**config.mk**
```make
export PLATFORM = sky130hd
export DESIGN_NAME = digit_row_streamer
export DESIGN_NICKNAME = d
export VERILOG_FILES = /design/src/rtl/digit_row_streamer.sv
export SDC_FILE = /design/constraint.sdc
export NUM_CORES = 1
export LEC_CHECK = 0
export CAP_MARGIN = 20
export CORE_MARGIN = 5
export CORE_UTILIZATION = 52
export DETAILED_ROUTE_END_ITERATION = 8
export GPL_ROUTABILITY_DRIVEN = 0
export PLACE_DENSITY = 0.82
export SKIP_LAST_GASP = 1
export SLEW_MARGIN = 20
export SYNTH_ARGS = -nofsm -noshare
export SYNTH_HDL_FRONTEND = slang
export SYNTH_SLANG_ARGS = --single-unit
```
**constraint.sdc**
```tcl
create_clock -name clk -period 6.6 [get_ports clk]
set_input_delay 1.98 -clock clk [delete_from_list [all_inputs] [get_ports clk]]
set_output_delay 1.98 -clock clk [all_outputs]
set_load 0.02 [all_outputs]
```
**src/rtl/digit_row_streamer.sv**
```systemverilog
// Frame scanner: walks page/digit/column, drives the 7seg column decoder and streams
// the returned pixel bytes out in SSD1306 horizontal-addressing order over valid/ready.
module digit_row_streamer #(
  parameter int DIGITS = 6,
  parameter int CHAR_W = 16,
  parameter int PAGES  = 4
) (
  input  logic                  clk,
  input  logic                  resetn,
  input  logic                  start,
  input  logic [7*DIGITS-1:0]   digits_segs,
  output logic [6:0]            seg_out,
  output logic [3:0]            index_x,
  output logic [1:0]            index_y,
  input  logic [7:0]            pixels_column,
  output logic [7:0]            data_out,
  output logic                  data_valid,
  input  logic                  data_ready,
  output logic                  frame_last,
  output logic                  busy,
  output logic                  done
);

  localparam int CW = (CHAR_W > 1) ? $clog2(CHAR_W) : 1;
  localparam int DW = (DIGITS > 1) ? $clog2(DIGITS) : 1;
  localparam int PW = (PAGES  > 1) ? $clog2(PAGES)  : 1;

  typedef enum logic [1:0] {IDLE, RUN, DRAIN} state_t;

  state_t              state;
  logic [CW-1:0]       col;
  logic [DW-1:0]       digit;
  logic [PW-1:0]       page;
  logic [7*DIGITS-1:0] snapshot;

  logic last_col, last_digit, last_page, at_final, load;

  assign last_col   = (col   == CW'(CHAR_W - 1));
  assign last_digit = (digit == DW'(DIGITS - 1));
  assign last_page  = (page  == PW'(PAGES - 1));
  assign at_final   = last_col && last_digit && last_page;
  assign load       = (state == RUN) && (!data_valid || data_ready);

  // Decoder inputs come straight from registers so they hold steady through stalls.
  assign index_x = 4'(col);
  assign index_y = 2'(page);

  always_comb begin
    seg_out = '0;
    for (int d = 0; d < DIGITS; d++)
      if (digit == DW'(d)) seg_out = snapshot[7*d +: 7];
  end

  always_ff @(posedge clk) begin
    if (!resetn) begin
      state      <= IDLE;
      col        <= '0;
      digit      <= '0;
      page       <= '0;
      snapshot   <= '0;
      data_out   <= '0;
      data_valid <= 1'b0;
      frame_last <= 1'b0;
      busy       <= 1'b0;
      done       <= 1'b0;
    end else begin
      done <= 1'b0;
      case (state)
        IDLE: begin
          // A start coinciding with the done pulse belongs to the finished frame.
          if (start && !done) begin
            snapshot <= digits_segs;
            col      <= '0;
            digit    <= '0;
            page     <= '0;
            busy     <= 1'b1;
            state    <= RUN;
          end
        end
        RUN: begin
          if (load) begin
            data_out   <= pixels_column;
            data_valid <= 1'b1;
            frame_last <= at_final;
            if (at_final) begin
              state <= DRAIN;
            end else if (last_col) begin
              col <= '0;
              if (last_digit) begin
                digit <= '0;
                page  <= page + 1'b1;
              end else begin
                digit <= digit + 1'b1;
              end
            end else begin
              col <= col + 1'b1;
            end
          end
        end
        DRAIN: begin
          if (data_valid && data_ready) begin
            data_valid <= 1'b0;
            frame_last <= 1'b0;
            busy       <= 1'b0;
            done       <= 1'b1;
            state      <= IDLE;
          end
        end
        default: state <= IDLE;
      endcase
    end
  end

endmodule

```
# Word-level counts from Yosys, hierarchy flattened
# Cells that the tools add are included.
# classes
add_sub_neg,3
muxes,36
n_reduce_logical,22
eq_ne,16
# ops
cell,n
2-to-1 mux 7 bit,6
2-to-1 mux 2 bit,9
2-to-1 mux 4 bit,4
2-to-1 mux 3 bit,5
"inequality test 2 bit, second input constant",7
case mux 4 bit (2 select lines),1
AND reduction 4 bit,2
"== test 3 x 2 -> 1 bit, second input constant",2
"== test 3 bit, second input constant",2
case mux 1 bit (2 select lines),3
case mux 2 bit (3 select lines),1
case mux 3 bit (2 select lines),1
AND reduction 2 bit,3
AND reduction 3 bit,2
AND reduction 6 bit,1
nonzero test 2 bit,3
logical AND 1 bit,5
2-to-1 mux 1 bit,5
AND reduction 5 bit,1
"adder 4 x 1 -> 4 bit, second input constant",1
"== test 2 bit, second input constant",2
"== test 4 bit, second input constant",1
case mux 2 bit (2 select lines),1
"adder 3 x 1 -> 3 bit, second input constant",1
7 further kinds,8
# word_totals
regBits,65
wordCells,87
out_inout_bits,25

# Depth between registers and ports, before layout
# Gate-level depths: netlist of run 1.
# logic_depth
word_depth,7
depth_mapped,8
ltp_nobuf,5

# Worst setup path after synthesis of run 1
# No wires, ideal clock.
# synth_timing
kind,register to output
startpoint,reg digit[0]
endpoint,out seg_out[5]
path_slack_ps,2686
t_required_ps,4620
arrival_time_ps,1934
path_stages_with_launch,8
path_cell_list,dfxtp_1 clkbuf_1 buf_1 and2_1 ha_1 or2_2 clkbuf_1 o221ai_1
# synth_between
elab_chain_cells,7
word_cells_on_any_way,12
classes_between,eq/ne: 5; mux: 6; reduce/logical: 1
# synth_lines
element,line_no,source
"start, declared",32,logic [DW-1:0] digit;
"start signal, assigned",93,digit <= digit + 1'b1;
logical NOT 3 bit,51,if (digit == DW'(d)) seg_out = snapshot[7*d +: 7];
2-to-1 mux 7 bit (5 in a row),51,
2-to-1 mux 7 bit (*),51,
"end, declared",12,"output logic [6:0] seg_out,"
# Every way passes the cells marked *; elsewhere a longest branch is shown, timed or not.

# Final worst setup path of run 1
# layout_timing
startpoint,reg digit[0]
endpoint,out seg_out[0]
# Same word-level chain as after synthesis.

==> results.ini, run 1 <==
[outcome]
outcome=finished clean

[yosys]
synth_top_area_share_pct=44.7
synth_cells=354
synth_area_leaders=dfxtp_1 45%, nand2_1 14%, a21boi_0 14%
syn-num-nets=411
synth_top_area_cell=dfxtp_1
synth.avg_cell_area_um2=8.22
yosysUniqueCellTypes=35
yosysSeqAreaShare_pct=44.7
synth_seq_cells=65
syn_area_um2=2910
synth.yosys.warnings=0

[setup_path]
worstPathCellList=nor2b_1, a21oi_1, o221ai_1, clkdlybuf4s50_1
crit_required_ns=4.62
cp-start-kind=flop
crit_path_end_kind=output pin
critPathKind=flop to output pin
crit_slowest_cell=dfxtp_1
crit_arrival_ns=2.76
cpPeakStageDelay_ns=0.83
crit_fanout=21

[cts]
cts_max_path_buffers=2
clkSlewWorstSetupHoldPaths_ns=0.06
clock-sinks=65
cts_hold_buf=0
cts_tree=built
cts_buffers=9
cts_resized=0
cts_setup_buffers=0
root_buffer=clkbuf_8
cts.htree.levels=3
clk_latency_ns=0.34

[min_path]
hold_path.class=flop to flop

[finish]
n_antenna_cell=0
post-route-util_pct=71.1
layout_common_cells=112 x nand2_1, 77 x clkdlybuf4s50_1, 65 x dfxtp_1
area_growth_pct=33.8
nets=479
drive_gt1_share_pct=4.68
layout_commonest_cell=nand2_1
finalNonFillerCells=499

[floorplan]
die_h_um=84.8
io_pins=79
die_x_um=84.8
die_area_um2=7190
fp-row-count=27
start_util_pct=53.2
core_um2=5470

[power_and_ir_drop]
irDropWorstVdd_mv=0.144
leakagePower_nw=1.38
power.density_nw_per_um2=226

[timing]
fin_crit_ns=4.74
min_period_over_period_pct=71.8
relSlewSlack_pct=39.4
final-hold-violation-count=0
rsz0062_at_grt=no
setup_ws_ns=1.86
fin_worst_skew_ns=0.00714
worst_slew_pin_slew_ns=0.908
setup_viol=0
finalMaxSlewViolations=0
max_freq_ghz=0.211
finalSetupTns_ns=0

[route]
wl_mm=7.12
vias=2656
dr.pass1.iters=4
drtIter0Drc=88
wl_per_cell_um=14.3
vias_per_cell=5.32
drc=0
ant_nets=0

[grt]
grt_max_degree=45
first_global_vias=2539
antenna_found_initial=0
overflow=0
grt_pass1_wl_mm=11.9
grtUsageTotal_pct=20.5

[placed_design]
dpl_worst_slack_ns=2.23
dp.cells=483
port_buffers=78
hpwlAfterDp_mm=5.13

[run]
max_cap_viol_count=0

-- metrics by stage --
step                total power [mW]  cell area, um2  hold slack [ns]
global route                   0.914            3890            0.481
detailed placement             0.562            3710            0.455
global placement               0.560            3710            0.448
CTS                            0.884            3900            0.464
finish                         0.879            3890            0.460
floorplan                      0.498            2910            0.443
-- registers in the layout (all words and copies together), names as in the netlist --
| register | count |
|---|---|
| done | 1 |
| busy | 1 |
| index_y | 2 |
| state | 2 |
| data_out | 8 |
| data_valid | 1 |
| frame_last | 1 |
| snapshot | 42 |
| digit | 3 |
| index_x | 4 |
-- cell usage after synthesis --
cell / instances
nand2_1: 112
dfxtp_1: 65
a21boi_0: 55
clkbuf_1: 20
mux2i_1: 15
a21oi_1: 13
nor2_1: 9
o21ai_0: 7
o221ai_1: 7
nand3_1: 6
nor2b_1: 6
inv_1: 4
nand2b_1: 4
and2_1: 3
buf_1: 3
ha_1: 3
and3_1: 2
nor3_1: 2
o31ai_1: 2
a21oi_2: 1
a31oi_1: 1
and3b_1: 1
nand4_1: 1
nand4b_1: 1
nor4b_4: 1
nor4bb_1: 1
o2111ai_1: 1
o211ai_1: 1
o21bai_1: 1
o22ai_1: 1
or2_2: 1
or3_1: 1
or4_1: 1
or4b_2: 1
xnor2_1: 1
-- final cells by class --
class                           instances  area [um2]
Fill cell                             461        1580
Multi-Input combinational cell        262        1510
Sequential cell                        65        1300
Timing Repair Buffer                   80         791
Clock buffer                           13         149
Tap cell                               72        90.1
Clock inverter                          3        40.0
Inverter                                4        15.0
-- power breakdown --
part | switching (mW) | total (mW) | internal, mW
sequential | 0.0136 | 0.428 | 0.414
clock | 0.142 | 0.326 | 0.184
combinational | 0.0604 | 0.125 | 0.0644
total | 0.217 | 0.879 | 0.663
-- worst paths after layout --
check / from / endpoint / slack (ns) / cells after the start
worst max register to register: digit[0] / index_x[3] / 4.56 / 4
worst min-delay path: snapshot[36] / snapshot[36] / 0.46 / 2
worst min register to register: snapshot[36] / snapshot[36] / 0.46 / 2
worst max-delay path: digit[0] / seg_out[0] / 1.86 / 4
-- cells by family (layout without fill, tap and decap cells) --
group / Yosys count / in the layout / synth area share, %
AOI/OAI and AO/OA: 90 / 90 / 21.8
xor gates and xnor gates: 1 / 1 / 0.301
adders and majority gates: 3 / 3 / 1.29
buffers and inverters: 27 / 100 / 3.48
DFF: 65 / 65 / 44.7
muxes: 15 / 15 / 5.16
and+or+nand+nor: 153 / 153 / 23.2
-- routing by layer --
metal  wire [um]  track usage [%]  vias up
li1            -                -     1339
met1        3270             26.8     1207
met2        3270             32.5       98
met3         488             6.48       12
met4          88             5.61        0
met5           0                0        -
-- critical path: cells and delay by family (launching register included) --
kind	cells	cell delay, ns
AOI/OAI and AO/OA	2	0.41
buffers and inverters	1	0.66
DFF	1	0.83
and+or+nand+nor	1	0.53
(Power assumes the default switching activity.)
==> inputs of run 2 (changes only) <==
--- a/config.mk
+++ b/config.mk
@@ -7,10 +7,10 @@
 export LEC_CHECK = 0
 export CAP_MARGIN = 20
 export CORE_MARGIN = 5
-export CORE_UTILIZATION = 52
+export CORE_UTILIZATION = 48
 export DETAILED_ROUTE_END_ITERATION = 8
 export GPL_ROUTABILITY_DRIVEN = 0
-export PLACE_DENSITY = 0.82
+export PLACE_DENSITY = 0.77
 export SKIP_LAST_GASP = 1
 export SLEW_MARGIN = 20
 export SYNTH_ARGS = -nofsm -noshare
==> constraint.sdc (replaced) <==
create_clock -name clk -period 4.6 [get_ports clk]
set_input_delay 1.38 -clock clk [delete_from_list [all_inputs] [get_ports clk]]
set_output_delay 1.38 -clock clk [all_outputs]
set_load 0.02 [all_outputs]
==> results.ini, run 2 (synthesis results as in run 1) <==
[grt]
antenna_found_initial=0  ; unchanged
first_global_vias=2524  ; was 2,539
grt_max_degree=45  ; unchanged
grtUsageTotal_pct=18.9  ; was 20.5%
overflow=0  ; unchanged
grt_pass1_wl_mm=11.5  ; was 11.9 mm

[power_and_ir_drop]
p_total_mw=1.22  ; was 0.879 mW
power_frac_comb_pct=14.6  ; was 14.2%
power.internal_mw=0.910  ; was 0.663 mW
power.density_nw_per_um2=313  ; was 226 nW/um2
swShare_pct=25.4  ; was 24.6%
leakagePower_nw=1.38  ; about the same
irDropWorstVdd_mv=0.213  ; was 0.144 mV
clkPwrFrac_pct=35.2  ; was 37.1%
p_switching_mw=0.309  ; was 0.217 mW
seqPwrFrac_pct=50.3  ; was 48.7%

[placed_design]
dp.cells=487  ; was 483
placed_cell_area_um2=3720  ; was 3710 um2
hpwlAfterDp_mm=5.01  ; was 5.13 mm
port_buffers=78  ; unchanged

[floorplan]
die_x_um=87.9  ; was 84.8 um
io_pins=79  ; unchanged
fp-row-count=28  ; was 27
die_area_um2=7720  ; was 7190 um2
die_h_um=87.9  ; was 84.8 um
core_um2=5920  ; was 5470 um2
start_util_pct=49.1  ; was 53.2%

[cts]
cts_buffers=9  ; unchanged
cts.htree.levels=3  ; unchanged
cts_setup_buffers=0  ; unchanged
cts_resized=0  ; unchanged
cts_max_path_buffers=2  ; unchanged
clock-sinks=65  ; unchanged
root_buffer=clkbuf_8  ; unchanged
clk_latency_ns=0.33  ; was 0.34 ns
cts_tree=built  ; unchanged
cts_hold_buf=0  ; unchanged
clkSlewWorstSetupHoldPaths_ns=0.07  ; was 0.06 ns

[setup_path]
crit_arrival_ns=2.48  ; was 2.76 ns
crit_path_end_kind=output pin  ; unchanged
crit_fanout=14  ; was 21
crit_required_ns=3.22  ; was 4.62 ns
critPathKind=flop to output pin  ; unchanged
regToRegSetupSlack_ns=2.66  ; was 4.56 ns
cp-start-kind=flop  ; unchanged

[finish]
layout_commonest_cell=nand2_1  ; unchanged
drive_gt1_share_pct=4.91  ; was 4.68%
top_register=snapshot  ; unchanged
nets=480  ; was 479
layout_common_cells=112 x nand2_1, 78 x clkdlybuf4s50_1, 65 x dfxtp_1  ; was 112 x nand2_1, 77 x clkdlybuf4s50_1, 65 x dfxtp_1
n_antenna_cell=0  ; unchanged
fillers=527  ; was 461
finalNonFillerCells=503  ; was 499
area_growth_pct=33.8  ; about the same
largest_reg_flops=42  ; unchanged
final_area_um2=3890  ; about the same
post-route-util_pct=65.8  ; was 71.1%

[route]
drc=0  ; unchanged
ant_nets=0  ; unchanged
drtIter0Drc=125  ; was 88
wl_mm=6.95  ; was 7.12 mm
wl_per_cell_um=13.8  ; was 14.3 um
vias_per_cell=5.23  ; was 5.32
dr.pass1.iters=5  ; was 4
vias=2630  ; was 2,656

[timing]
max_freq_ghz=0.259
worst_slew_pin_slew_ns=0.911  ; was 0.908 ns
min_period_over_period_pct=84.0
finalMaxSlewViolations=0  ; unchanged
final-hold-violation-count=0  ; unchanged
relSlewSlack_pct=39.3  ; was 39.4%
setup_viol=0  ; unchanged
fin_crit_ns=3.86
rsz0062_at_grt=no  ; unchanged
finalSetupTns_ns=0  ; unchanged
fin_worst_skew_ns=0.00850  ; was 0.00714 ns

[min_path]
hold_path.class=flop to flop  ; unchanged

[outcome]
outcome=finished clean  ; unchanged

[run]
max_cap_viol_count=0  ; unchanged

[run 2: changes by cell type in the layout (fill, tap and decap cells not counted), sizes merged]
| cell | previous run | this run |
|---|---|---|
| clkinv | 2 | 3 |
| clkdlybuf4s50 | 77 | 78 |
| bufinv | 1 | 0 |
[run 2: critical path: stages, from the launching register on]
cell and delay (ns):
dfxtp_1 0.50, and2_1 0.26, ha_1 0.19, or2_2 0.34, o221ai_1 0.22, clkdlybuf4s50_1 0.65
[run 2: layout make-up]
type                    instances  area (um2)  share of cell area [%]
multi-input cells             262        1510                    38.7
flip-flops and latches         65        1300                    33.4
repair buffers                 81         803                    20.6
clock buffers                  13         159                    4.08
well taps                      75        93.8                    2.41
clock inverters                 3        15.0                   0.386
inverters                       4        15.0                   0.386
[run 2: worst paths after layout]
kind,from,to,cells past startpoint
hold / removal,snapshot[29],snapshot[29],2
setup reg to reg,state[0],index_x[2],2
setup / recovery,digit[1],seg_out[5],5
hold reg to reg,snapshot[29],snapshot[29],2
[run 2: metrics by stage]
step / worst slack, ns / hold slack [ns]
after floorplan: 1.29 / 0.443
after global placement: 1.15 / 0.449
after detailed placement: 1.11 / 0.456
after CTS: 0.727 / 0.465
after global routing: 0.525 / 0.484
final: 0.736 / 0.463
[run 2: metal layers]
metal	part of all wire, %	global-route usage [%]	up-vias	routed length, um
li1	-	-	1337	-
met1	45	23.5	1191	3100
met2	47	31.8	91	3250
met3	7.2	5.08	11	497
met4	1.4	5.72	0	95
met5	0	0	-	0
[run 2: power by group through the flow]
| stage | Combinational, mW | Clock [mW] | Sequential [mW] |
|---|---|---|---|
| floorplan | 0.0843 | 0 | 0.630 |
| global route | 0.197 | 0.464 | 0.617 |
| detailed placement | 0.179 | 0 | 0.626 |
| global placement | 0.177 | 0 | 0.625 |
| CTS | 0.180 | 0.434 | 0.613 |
| finish | 0.178 | 0.429 | 0.613 |
